<file path="config.mk">
export PLATFORM = sky130hd
export DESIGN_NAME = rom_load_ctrl
export DESIGN_NICKNAME = d
export VERILOG_FILES = /design/src/rtl/rom_load_ctrl.sv
export SDC_FILE = /design/constraint.sdc
export NUM_CORES = 1
export LEC_CHECK = 0
export ABC_CLOCK_PERIOD_IN_PS = 4450
export BUFFER_PORTS_ARGS = -buffer_cell sky130_fd_sc_hd__buf_2
export CAP_MARGIN = 20
export CORE_ASPECT_RATIO = 0.75
export CORE_MARGIN = 8
export CORE_UTILIZATION = 37
export DETAILED_ROUTE_END_ITERATION = 8
export SETUP_SLACK_MARGIN = 0.3
export SYNTH_ARGS = -nofsm -noshare
export SYNTH_HDL_FRONTEND = slang
export SYNTH_SLANG_ARGS = --single-unit
</file>
<file path="constraint.sdc">
create_clock -name CLK -period 4.45 [get_ports CLK]
set_input_delay 0.445 -clock CLK [delete_from_list [all_inputs] [get_ports CLK]]
set_output_delay 0.445 -clock CLK [all_outputs]
set_load 0.05 [all_outputs]
</file>
<file path="src/rtl/rom_load_ctrl.sv">
// rom_load_ctrl: Avalon-MM slave that queues ROM-write commands from software
// and replays them as timed write strobes on the NES PRG/CHR ROM write ports,
// holding the NES core in reset for the whole load session.
//
// Ports
//   CLK, RESET                   clock, asynchronous active-low reset
//   AVL_ADDR/CS/READ/WRITE       Avalon-MM register access (0 CTRL, 1 CMD, 2 STAT, 3 CSUM)
//   AVL_WRITEDATA                write data
//   AVL_READDATA                 registered read data, valid the cycle after the read
//   AVL_WAITREQ                  combinational stall while a CMD write hits a full FIFO
//   ROM_ADDR, ROM_DATA           ROM write address/data, held between writes
//   PRG_ROM_WRITE, CHR_ROM_WRITE ROM write strobes
//   NES_HOLD                     holds NES CPU/PPU in reset while high
//
// Optional feature: define ROM_LOAD_CHECKSUM_EN to add the CSUM register
// (16-bit wrapping sum of committed data bytes); otherwise CSUM reads 0.
module rom_load_ctrl #(
    parameter int unsigned FIFO_DEPTH = 16,
    parameter int unsigned WR_CYCLES  = 2,
    parameter int unsigned HOLD_TAIL  = 8
) (
    input  logic        CLK,
    input  logic        RESET,
    input  logic [1:0]  AVL_ADDR,
    input  logic        AVL_CS,
    input  logic        AVL_READ,
    input  logic        AVL_WRITE,
    input  logic [31:0] AVL_WRITEDATA,
    output logic [31:0] AVL_READDATA,
    output logic        AVL_WAITREQ,
    output logic [15:0] ROM_ADDR,
    output logic [7:0]  ROM_DATA,
    output logic        PRG_ROM_WRITE,
    output logic        CHR_ROM_WRITE,
    output logic        NES_HOLD
);

    localparam int unsigned AW  = (FIFO_DEPTH > 1) ? $clog2(FIFO_DEPTH) : 1;
    localparam int unsigned CW  = AW + 1;
    localparam int unsigned WCW = 4;
    localparam int unsigned TCW = 8;

    typedef struct packed {
        logic        tgt;
        logic [7:0]  data;
        logic [15:0] addr;
    } cmd_t;

    typedef enum logic [1:0] {S_IDLE, S_LOAD, S_WRITE, S_TAIL} state_e;

    state_e          state_q, state_d;
    logic [WCW-1:0]  wcnt_q, wcnt_d;
    logic [TCW-1:0]  tcnt_q, tcnt_d;
    logic            fin_q, fin_d;
    logic            prg_q, prg_d, chr_q, chr_d, hold_q, hold_d;
    logic            start_c, commit_c, tail_done_c;

    cmd_t            mem_q [FIFO_DEPTH];
    logic [AW-1:0]   wr_ptr_q, rd_ptr_q;
    logic [CW-1:0]   cnt_q;
    logic [15:0]     rom_addr_q;
    logic [7:0]      rom_data_q;
    logic            tgt_q;
    logic            err_q, done_q;
    logic [15:0]     commits_q;
    logic [31:0]     rdata_q;
    logic [31:0]     csum_rd_c;

    // Bus decode
    logic wr_c, rd_c, ctrl_wr_c, cmd_wr_c, stat_wr_c;
    logic in_sess_c, empty_c, full_c, pop_c, push_c;
    logic unused_c;

    assign wr_c      = AVL_CS & AVL_WRITE;
    assign rd_c      = AVL_CS & AVL_READ;
    assign ctrl_wr_c = wr_c && (AVL_ADDR == 2'd0);
    assign cmd_wr_c  = wr_c && (AVL_ADDR == 2'd1);
    assign stat_wr_c = wr_c && (AVL_ADDR == 2'd2);
    assign unused_c  = ^AVL_WRITEDATA[30:24];

    assign in_sess_c = (state_q == S_LOAD) || (state_q == S_WRITE);
    assign empty_c   = (cnt_q == '0);
    assign full_c    = (cnt_q == CW'(FIFO_DEPTH));
    assign pop_c     = (state_q == S_LOAD) && !empty_c;
    // A pop in the same cycle frees the slot, so a full FIFO does not stall then.
    assign push_c    = cmd_wr_c && in_sess_c && (!full_c || pop_c);
    assign AVL_WAITREQ = cmd_wr_c && in_sess_c && full_c && !pop_c;

    // FSM next state and registered strobe/hold outputs
    always_comb begin
        state_d     = state_q;
        wcnt_d      = wcnt_q;
        tcnt_d      = tcnt_q;
        fin_d       = fin_q;
        start_c     = 1'b0;
        commit_c    = 1'b0;
        tail_done_c = 1'b0;
        if (ctrl_wr_c && AVL_WRITEDATA[1] && in_sess_c) fin_d = 1'b1;
        unique case (state_q)
            S_IDLE: if (ctrl_wr_c && AVL_WRITEDATA[0]) begin
                state_d = S_LOAD;
                start_c = 1'b1;
                fin_d   = AVL_WRITEDATA[1];
            end
            S_LOAD: if (!empty_c) begin
                state_d = S_WRITE;
                wcnt_d  = '0;
            end else if (fin_q) begin
                state_d = S_TAIL;
                tcnt_d  = '0;
                fin_d   = 1'b0;
            end
            // Strobe trails the WRITE state by one cycle: the first WRITE cycle is
            // address setup, and the last strobe cycle overlaps the next LOAD.
            S_WRITE: if (wcnt_q == WCW'(WR_CYCLES - 1)) begin
                state_d  = S_LOAD;
                commit_c = 1'b1;
            end else begin
                wcnt_d = wcnt_q + WCW'(1);
            end
            S_TAIL: if (tcnt_q == TCW'(HOLD_TAIL)) begin
                state_d     = S_IDLE;
                tail_done_c = 1'b1;
            end else begin
                tcnt_d = tcnt_q + TCW'(1);
            end
            default: state_d = S_IDLE;
        endcase
        prg_d  = (state_q == S_WRITE) &&  tgt_q;
        chr_d  = (state_q == S_WRITE) && !tgt_q;
        hold_d = (state_d != S_IDLE);
    end

    always_ff @(posedge CLK or negedge RESET) begin
        if (!RESET) begin
            state_q <= S_IDLE;
            wcnt_q  <= '0;
            tcnt_q  <= '0;
            fin_q   <= 1'b0;
            prg_q   <= 1'b0;
            chr_q   <= 1'b0;
            hold_q  <= 1'b0;
        end else begin
            state_q <= state_d;
            wcnt_q  <= wcnt_d;
            tcnt_q  <= tcnt_d;
            fin_q   <= fin_d;
            prg_q   <= prg_d;
            chr_q   <= chr_d;
            hold_q  <= hold_d;
        end
    end

    // FIFO storage; contents are don't-care once the pointers are reset
    always_ff @(posedge CLK) begin
        if (push_c) mem_q[wr_ptr_q] <= cmd_t'({AVL_WRITEDATA[31], AVL_WRITEDATA[23:0]});
    end

    // FIFO pointers/count, ROM latch, flags, counters, read data
    always_ff @(posedge CLK or negedge RESET) begin
        if (!RESET) begin
            wr_ptr_q   <= '0;
            rd_ptr_q   <= '0;
            cnt_q      <= '0;
            rom_addr_q <= '0;
            rom_data_q <= '0;
            tgt_q      <= 1'b0;
            err_q      <= 1'b0;
            done_q     <= 1'b0;
            commits_q  <= '0;
            rdata_q    <= '0;
        end else begin
            if (push_c) wr_ptr_q <= wr_ptr_q + AW'(1);
            if (pop_c) begin
                rd_ptr_q   <= rd_ptr_q + AW'(1);
                rom_addr_q <= mem_q[rd_ptr_q].addr;
                rom_data_q <= mem_q[rd_ptr_q].data;
                tgt_q      <= mem_q[rd_ptr_q].tgt;
            end
            if (push_c && !pop_c)      cnt_q <= cnt_q + CW'(1);
            else if (pop_c && !push_c) cnt_q <= cnt_q - CW'(1);
            if (stat_wr_c)                       err_q <= 1'b0;
            else if (cmd_wr_c && !in_sess_c)     err_q <= 1'b1;
            if (stat_wr_c)        done_q <= 1'b0;
            else if (tail_done_c) done_q <= 1'b1;
            if (start_c)       commits_q <= '0;
            else if (commit_c) commits_q <= commits_q + 16'd1;
            if (rd_c) begin
                unique case (AVL_ADDR)
                    2'd0:    rdata_q <= {16'b0, 8'(cnt_q), 4'b0, err_q, done_q,
                                         (state_q != S_IDLE), full_c};
                    2'd2:    rdata_q <= {16'b0, commits_q};
                    2'd3:    rdata_q <= csum_rd_c;
                    default: rdata_q <= '0;
                endcase
            end
        end
    end

`ifdef ROM_LOAD_CHECKSUM_EN
    logic [15:0] sum_q;

    // Wrapping sum of data bytes, accumulated as each write commits
    always_ff @(posedge CLK or negedge RESET) begin
        if (!RESET)        sum_q <= '0;
        else if (start_c)  sum_q <= '0;
        else if (commit_c) sum_q <= sum_q + 16'(rom_data_q);
    end
    assign csum_rd_c = {16'b0, sum_q};
`else
    assign csum_rd_c = '0;
`endif

    assign AVL_READDATA  = rdata_q;
    assign ROM_ADDR      = rom_addr_q;
    assign ROM_DATA      = rom_data_q;
    assign PRG_ROM_WRITE = prg_q;
    assign CHR_ROM_WRITE = chr_q;
    assign NES_HOLD      = hold_q;

endmodule

</file>
; ---- After elaboration in Yosys (flattened, before gate mapping)
; Memories as Yosys holds them, arrays and structs flattened. A register that Yosys moved wholly into a read port is not among the register bits.
; Index checks and enable logic that the tools add are counted.
[totals]
reg_bits = 81
ram_bits = 400
inputBits = 39
output_inout_bits = 60
word_cells = 110
mem_count = 1
[classes]
n_addsub = 7
n_eq_ne = 13
muxes = 35
bitwise_logic = 2
reduce_logical = 38
[mem_list]
columns = name, words, width, rd, rd_ports_with_merged_regs, write_ports, line
row1 = mem_q, 16, 25, 1, 1, 1, 58  ; cmd_t mem_q [FIFO_DEPTH];
[ops]
columns = op, count
row1 = $mux W16, 2
row2 = $pmux W16 S2, 1
row3 = $mux W8, 3
row4 = $add A16 B1 Y16 const B, 1
row5 = $logic_and A1 B1 Y1, 16
row6 = $mux W1, 16
row7 = $pmux W8 S2, 1
row8 = $reduce_bool A2 Y1, 8
row9 = $add A4 B1 Y4 const B, 3
row10 = $mux W2, 5
row11 = $mux W5, 2
row12 = $ne A2 B2 Y1 const B, 5
row13 = $add A8 B1 Y8 const B, 1
row14 = $eq A8 B4 Y1 const B, 1
row15 = $mux W4, 2
row16 = $pmux W2 S4, 1
row17 = $pmux W4 S2, 1
row18 = $logic_not A1 Y1, 7
row19 = $eq A2 B2 Y1 const B, 3
row20 = $add A5 B1 Y5 const B, 1
row21 = $eq A5 B5 Y1 const B, 1
row22 = $logic_not A5 Y1, 1
row23 = $sub A5 B1 Y5 const B, 1
row24 = $eq A2 B1 Y1 const B, 2
row25 = 7 further kinds, 10

; ---- Logic depth before layout (Yosys ltp)
; Gate-level depths: netlist (run 1).
[logic_depth]
depth_word = 9
ltp_mapped = 13
ltp_nobuf = 11

; ---- Worst setup path after synthesis (run 1)
; No wires, ideal clock.
[synth_path]
path_kind = flip-flop to flip-flop
from = register state_q[0]
to = memory mem_q[7][0] (netlist name) (enable)
setup_time_ns = 0.438
arrival_time_ns = 3.308
required_time_ns = 4.012
slack_ns = 0.704
stages_incl_launch_ff = 7
path_buffers = 0
synth_period_minus_slack_ns = 3.746
path_cell_list = dfrtp_1 -> inv_1 -> ha_1 -> nand2b_1 -> a311oi_2 -> nand2_1 -> nor3_1
[synth_via]
elab_chain_cells = 6
elab_cells_between_ends = 9
classes_between = 2 x eq/ne / 2 x mux / 5 x reduce/logical
[synth_rtl]
columns = item, line
row1 = from (decl), 51  ; state_e state_q, state_d;
row2 = from (signal assigned), 144  ; state_q <= state_d;
row3 = $eq A2 B1 Y1 / $eq A2 B2 Y1 (equally long branches), "81, 84"
row4 = $logic_or A1 B1 Y1 / $logic_and A1 B1 Y1 (equally long branches), "81, 84"
row5 = $logic_and A1 B1 Y1 / $logic_or A1 B1 Y1 (equally long branches), 86  ; assign push_c = cmd_wr_c && in_sess_c && (!full_c || pop_c);
row6 = $logic_and A1 B1 Y1 (*), 86
row7 = $mux W1 (*), 156  ; if (push_c) mem_q[wr_ptr_q] <= cmd_t'({AVL_WRITEDATA[31], AVL_WRITEDATA[23:0]});
row8 = $mux W1 (not written as such) (*), 156
row9 = to (decl), 58
; Mark *: on every way between the ends. The rest lies on a longest branch, timed or not.

; ---- Worst setup path in the final report (run 1)
[layout_path]
from = register state_q[1]
to = memory mem_q[13][13] (netlist name) (enable)
; Same word-level chain as after synthesis.

==> impl_metrics.toml, run 1 <==
[global_route]
grt_pass1_vias = 10400
grt_first_pass_wirelength_mm = 65.7
grt_use_total = 0.141
grt_max_degree = 60
grt_overflow = 0
antenna_found_initial = 0

[timing]
finalSetupTns_ps = 0
min_period_over_period = 0.712
finClkSkew_ps = 27.5
slew_viol_final = 0
worst_pin_slew_ps = 996
fmaxAchievable_mhz = 315
setup_ws_ps = 1280
setup_viol = 0
rsz0062_at_grt = "false"
period_needed_ps = 3170
max-slew-margin-rel = 0.334
hold_viol_final = 0

[die]
ios = 99
start_util = 0.372
die_y_um = 215
die_area_um2 = 60400
num_rows = 73
die_width_um = 281
core-area_um2 = 52500

[critical_path]
critical_path_class = "reg -> reg"
r2r_cells = 8
crit_path_start_kind = "flop"
cp_max_fo = 15
critPathArrivalTime_ps = 3440
end_kind = "flop"
crit_required_ps = 4720

[placement]
dp_slack_ps = 1250
hpwl_mm = 25.5
port_buffers = 75
place_area_um2 = 20900
place.gp.congestion = 0.770

[route]
routedWlPerCell_um = 22.3
num_vias = 10000
drc = 0
drtIter0Drc = 721
antenna_left = 0
vias_per_cell = 5.26
wirelength_mm = 42.6
first_pass_iters = 4

[clocking]
clockRootBuffer = "clkbuf_16"
post_cts_buffers = 0
htree_levels = 2
cts_buffers = 48
cts_buffer_depth = 3
cts.sinks = 490
insertion_delay_ps = 590
cts_hold_buf = 1
cts_tree = "yes"
cts_resized = 0
path_clk_slew_ps = 60

[synthesis]
synthCells = 1054
avgSynthCellArea_um2 = 18.5
synth_top_area_share = 0.615
synth_ff_type = "edfxtp_1"
yosysTopAreaCell = "edfxtp_1"
synth_edf_count = 400
synth_cell_types = 64
synthTopCellsByArea = "edfxtp_1 (62%), dfrtp_1 (12%), mux4_2 (12%)"
synthArstFlopShare = 0.184
synth.cell_area_um2 = 19500
ys.warnings.count = 0
ys_ff_latch = 490
ys_seq_area_frac = 0.731

[hold_path]
holdPathStages = 1
hp-class = "in -> reg"

[pwr]
powerDensity_nw_per_um2 = 618
power_switching_mw = 4.57
seqPwrFrac = 0.427
switching_share = 0.329
p_clk_frac = 0.294
power_frac_comb = 0.279
internal-power_mw = 9.32
p_leak_nw = 7.61
ir_drop_mv = 0.455

[outcome]
status = "completed"

[finish]
area_growth_pct = 15.1
drive_above_1_share = 0.283
finalInstanceArea_um2 = 22500
antenna_cells = 0
seq_area_um2 = 14300
multi_input_area_um2 = 4940
final_nets = 1218
n_fill_cell = 4611

[run]
maxCapViolations = 0
-- cells in the final DEF, fill, tap and decap left out, drive strengths merged, types with 3 or more instances in the layout --
master	synthesis	routed
a211oi	5	5
a21o	3	3
a21oi	32	32
a221o	5	5
a22o	9	9
and2	10	10
buf	39	110
bufinv	0	4
clkbuf	31	60
clkinv	0	20
conb	1	16
dfrtp	90	90
edfxtp	400	400
ha	18	18
inv	23	26
mux2	27	27
mux2i	10	10
mux4	100	100
nand2	37	37
nand2b	5	5
nand3	12	12
nand4	6	6
nor2	27	27
nor2b	3	3
nor3	15	15
nor4	8	8
o211ai	3	3
o21ai	20	20
o22ai	54	54
or2	4	4
or4	3	3
xnor2	17	17
xor2	3	3
-- sequential cells by signal, summed over array words and instances (netlist names) --
| register | flops |
|---|---|
| wcnt_q | 4 |
| state_q | 2 |
| wr_ptr_q | 4 |
| cnt_q | 5 |
| commits_q | 16 |
| CHR_ROM_WRITE | 1 |
| tcnt_q | 8 |
| rd_ptr_q | 4 |
| tgt_q | 1 |
| ROM_DATA | 8 |
| err_q | 1 |
| AVL_READDATA | 16 |
| done_q | 1 |
| NES_HOLD | 1 |
| ROM_ADDR | 16 |
| fin_q | 1 |
| mem_q | 400 |
| PRG_ROM_WRITE | 1 |
-- power by group through the flow --
stage | sequential, mW | combinational (mW) | clock (mW)
after detailed placement | 6.02 | 3.92 | 0
final | 5.92 | 3.87 | 4.09
after CTS | 5.94 | 3.93 | 4.19
after global placement | 6.01 | 3.87 | 0
after global routing | 5.99 | 4.19 | 4.35
after floorplan | 6.13 | 2.66 | 0
-- synthesized netlist by cell type, types with 2 or more instances --
master	n
a211o_2	2
a211oi_1	5
a21o_1	2
a21oi_1	32
a221o_1	5
a22o_1	9
a31oi_1	2
and2_1	10
and3_1	2
and3b_1	2
buf_1	8
buf_2	13
buf_4	17
clkbuf_1	31
dfrtp_1	90
edfxtp_1	400
ha_1	18
inv_1	23
mux2_2	27
mux2i_1	10
mux4_2	100
nand2_1	37
nand2b_1	5
nand3_1	12
nand4_1	6
nor2_1	27
nor2b_1	3
nor3_1	15
nor3b_1	2
nor4_1	8
o211ai_1	2
o21ai_0	19
o221ai_1	2
o22ai_1	54
or2_2	3
or3_1	2
or3b_2	2
or4_1	3
xnor2_1	17
xor2_1	3
-- final timing paths --
check	slack (ps)	endpoint	from
max in group asynchronous	3110	rd_ptr_q[1]	RESET
max reg2reg	1280	mem_q[13][13]	state_q[1]
min	230	mem_q[5][8]	AVL_WRITEDATA[8]
min in group asynchronous	490	done_q	RESET
min reg2reg	450	CHR_ROM_WRITE	tgt_q
max	1280	mem_q[13][13]	state_q[1]
-- per-layer routing --
metal  vias to the layer above  global-route usage  wire length [um]
met2                       248               0.222             19700
met1                      5305               0.202             19900
met3                        61              0.0252              2220
met4                         0              0.0361               793
li1                       4427                   -                 -
met5                         -                   0                 0
-- final cells by class --
cell class,count,area share
inverters,23,0.00384
repair buffers,111,0.0312
clock inverters,28,0.0126
multi-input cells,486,0.220
flip-flops and latches,490,0.635
clock buffers,60,0.0577
well taps,712,0.0397
-- stage by stage --
step,std cells,power (mW),util,hold slack (ps)
floorplan,1069,8.80,-,149
global placement,1821,9.88,0.397,446
detailed placement,1821,9.94,0.397,448
CTS,1910,14.1,0.428,192
global route,1910,14.5,0.428,208
finish,1910,13.9,0.428,230
-- critical path, stage by stage (launching register included) --
cell      delay, ps
dfrtp_1         400
inv_1           100
ha_1            480
inv_1           160
a311oi_2        260
buf_4           220
nand3_1         330
nor2_4          600
buf_4           310
-- logic make-up (layout without fill, tap and decap cells) --
logic type / Yosys count / count (layout) / synth area share
AND/OR/NAND/NOR: 146 / 146 / 0.0387
multiplexers: 137 / 137 / 0.136
adder cells (fa/ha/maj): 19 / 19 / 0.0126
buffers and inverters: 93 / 222 / 0.0224
XOR/XNOR: 20 / 20 / 0.00897
flip-flops: 490 / 490 / 0.731
AO/OA/AOI/OAI: 148 / 148 / 0.0504
other: 1 / 16 / 0.000192
Note: power is estimated with default switching activity, not from simulation.
==> run 2: changes to the inputs <==
--- a/config.mk
+++ b/config.mk
@@ -5,7 +5,8 @@
 export SDC_FILE = /design/constraint.sdc
 export NUM_CORES = 1
 export LEC_CHECK = 0
-export ABC_CLOCK_PERIOD_IN_PS = 4450
+export ABC_AREA = 1
+export ABC_CLOCK_PERIOD_IN_PS = 3000
 export BUFFER_PORTS_ARGS = -buffer_cell sky130_fd_sc_hd__buf_2
 export CAP_MARGIN = 20
 export CORE_ASPECT_RATIO = 0.75
==> constraint.sdc (replaced) <==
create_clock -name CLK -period 3 [get_ports CLK]
set_input_delay 0.3 -clock CLK [delete_from_list [all_inputs] [get_ports CLK]]
set_output_delay 0.3 -clock CLK [all_outputs]
set_load 0.05 [all_outputs]
==> run 2 against run 1 <==
  * First-iteration DRC count is 92% higher
  * Sequential share of layout area is 3.6 points lower
  * Register-to-register slack lost 750 ps
  * Cell count grew 44%
==> impl_metrics.toml, run 2 <==
[outcome]
status = "completed"

[route]
first_pass_iters = 5
routedWlPerCell_um = 18.5
antenna_left = 0
num_vias = 13900
vias_per_cell = 5.04
wirelength_mm = 50.9
drtIter0Drc = 1385
drc = 0

[critical_path]
cp_max_fo = 6
r2r_cells = 13
reg2reg_from = "state_q[0]"
crit_path_start_kind = "flop"
end_kind = "flop"
r2r_end = "cnt_q[4]"
crit_required_ps = 3520
r2r_slack_ps = 530
critPathLaunch = "state_q[0]"
critPathArrivalTime_ps = 3000
critical_path_class = "reg -> reg"

[finish]
antenna_cells = 0
layout_common_cells = "nand2_1 (711), edfxtp_1 (400), nand3_1 (340)"
final_cells = 2755
area_growth_pct = 15.3
largest_reg_flops = 400
drive_above_1_share = 0.116
top_register = "mem_q"
n_fill_cell = 5167
final_nets = 2039
final_common_cell = "nand2_1"

[clocking]
cts_tree = "yes"
clockRootBuffer = "clkbuf_16"
insertion_delay_ps = 610
cts_buffers = 51
path_clk_slew_ps = 60
cts.sinks = 490
htree_levels = 2
cts_buffer_depth = 3

[timing]
rsz0062_at_grt = "false"
setup_ws_ps = 527
min_period_over_period = 0.824
hold_viol_final = 0
finClkSkew_ps = 23.4
worst_pin_slew_ps = 984
period_needed_ps = 2470
max-slew-margin-rel = 0.344
slew_viol_final = 0
finalSetupTns_ps = 0
fmaxAchievable_mhz = 404
setup_viol = 0

[run]
maxCapViolations = 0

[synthesis]
synth_ff_type = "edfxtp_1"
synthCells = 1901
ys_seq_area_frac = 0.691
avgSynthCellArea_um2 = 10.9
synth.cell_area_um2 = 20600
synth_edf_count = 400
yosys.cell_count.top_type = "nand2_1"
ys.warnings.count = 0
synth_commonest_cells = "nand2_1 (712), edfxtp_1 (400), nand3_1 (340)"
synthArstFlopShare = 0.184
yosysTopAreaCell = "edfxtp_1"
ys_ff_latch = 490
synth_cell_types = 33
synth_top_area_share = 0.582
synthTopCellsByArea = "edfxtp_1 (58%), nand2_1 (13%), dfrtp_1 (11%)"

[pwr]
power_switching_mw = 7.91
seqPwrFrac = 0.378
p_clk_frac = 0.307
p_leak_nw = 9.33
internal-power_mw = 13.5
power_frac_comb = 0.316
switching_share = 0.370
powerDensity_nw_per_um2 = 898
ir_drop_mv = 0.465

[global_route]
grt_overflow = 0
grt_use_total = 0.160
grt_max_degree = 103
antenna_found_initial = 0
grt_first_pass_wirelength_mm = 79.3
grt_pass1_vias = 13400

[die]
num_rows = 75
start_util = 0.372
die_area_um2 = 63700
ios = 99
die_width_um = 289
die_y_um = 221
core-area_um2 = 55600

[placement]
dp.cells = 2658
port_buffers = 75
hpwl_mm = 30.1
dp_slack_ps = 441
place.gp.congestion = 0.828

[hold_path]
hp-class = "in -> reg"
hold_end = "err_q"
holdPathStages = 3
hp-start = "AVL_ADDR[0]"
run 2: changes by cell type in the layout (fill, tap and decap cells not counted), moves of 12 or more:
| cell | delta |
|---|---|
| mux2_2 | -27 |
| nand2_1 | +674 |
| nor2_4 | +12 |
| nand3_1 | +328 |
| a21oi_1 | -22 |
| inv_1 | +37 |
| xor2_1 | +14 |
| xnor2_1 | -16 |
| nor2_1 | +13 |
| o22ai_1 | -53 |
| o21ai_0 | +25 |
| mux4_2 | -100 |
run 2: layout make-up:
cell class              count  area [um^2]  share of cell area
clock buffers              73         1450              0.0609
clock inverters            23          307              0.0129
inverters                  65          250              0.0105
multi-input cells        1250         5690               0.239
flip-flops and latches    490        14300               0.600
well taps                 731          915              0.0384
repair buffers            123          916              0.0385
run 2: critical path: stages, from the launching register on:
cell     delay, ps
dfrtp_2        400
inv_1           90
ha_1           320
nand4_1        150
a21oi_2        160
ha_1           200
inv_1          110
fa_1           410
a21oi_1        160
nor2_1          60
nor2_1         110
xor2_1         150
nand2_1         60
nand2_1         50
run 2: through the flow:
stage	power [mW]	instance area, um^2	hold slack, ps	util
4_1_cts	21.6	23800	2.62	0.428
3_5_place_dp	15.0	22000	461	0.397
6_report	21.4	23800	29.9	0.428
3_3_place_gp	14.9	22000	459	0.397
2_1_floorplan	13.0	20700	4.41	-
5_1_grt	22.6	23800	30.7	0.428
run 2: kinds of logic after synthesis:
group,after synthesis,share of synthesized area
buf+inv,176,0.0421
compound gates,69,0.0185
simple gates,1128,0.229
other cells,1,0.000182
flops,490,0.691
fa+ha+maj,19,0.0119
xor+xnor,18,0.00764
run 2: routing by layer:
layer  wire length, um  GRT usage  up-vias
li1                  -          -     6625
met2             22500      0.244      405
met5                 0          0        -
met3              3150     0.0237       67
met1             24200      0.236     6782
met4              1110     0.0479        0
run 2: how the worst max path moves through the flow:
stage,to,slack [ps],cells past startpoint
2_1_floorplan,mem_q[0][0],190,7
6_report,cnt_q[4],530,13
5_1_grt,cnt_q[4],300,13
3_3_place_gp,cnt_q[4],420,13
3_5_place_dp,cnt_q[4],440,13
4_1_cts,cnt_q[4],420,13
run 2: power groups by stage:
| stage | Combinational [mW] | Clock [mW] | Sequential [mW] |
|---|---|---|---|
| 3_3_place_gp | 6.71 | 0 | 8.19 |
| 2_1_floorplan | 4.29 | 0 | 8.68 |
| 6_report | 6.75 | 6.55 | 8.07 |
| 3_5_place_dp | 6.78 | 0 | 8.21 |
| 4_1_cts | 6.81 | 6.70 | 8.07 |
| 5_1_grt | 7.54 | 6.96 | 8.12 |
run 2: repair_timing:
item	in CTS	in global routing
gates resized for setup	0	3
setup buffers	0	0
hold endpoints to repair	64	0
hold buffers	1	0
setup endpoints to repair	0	1
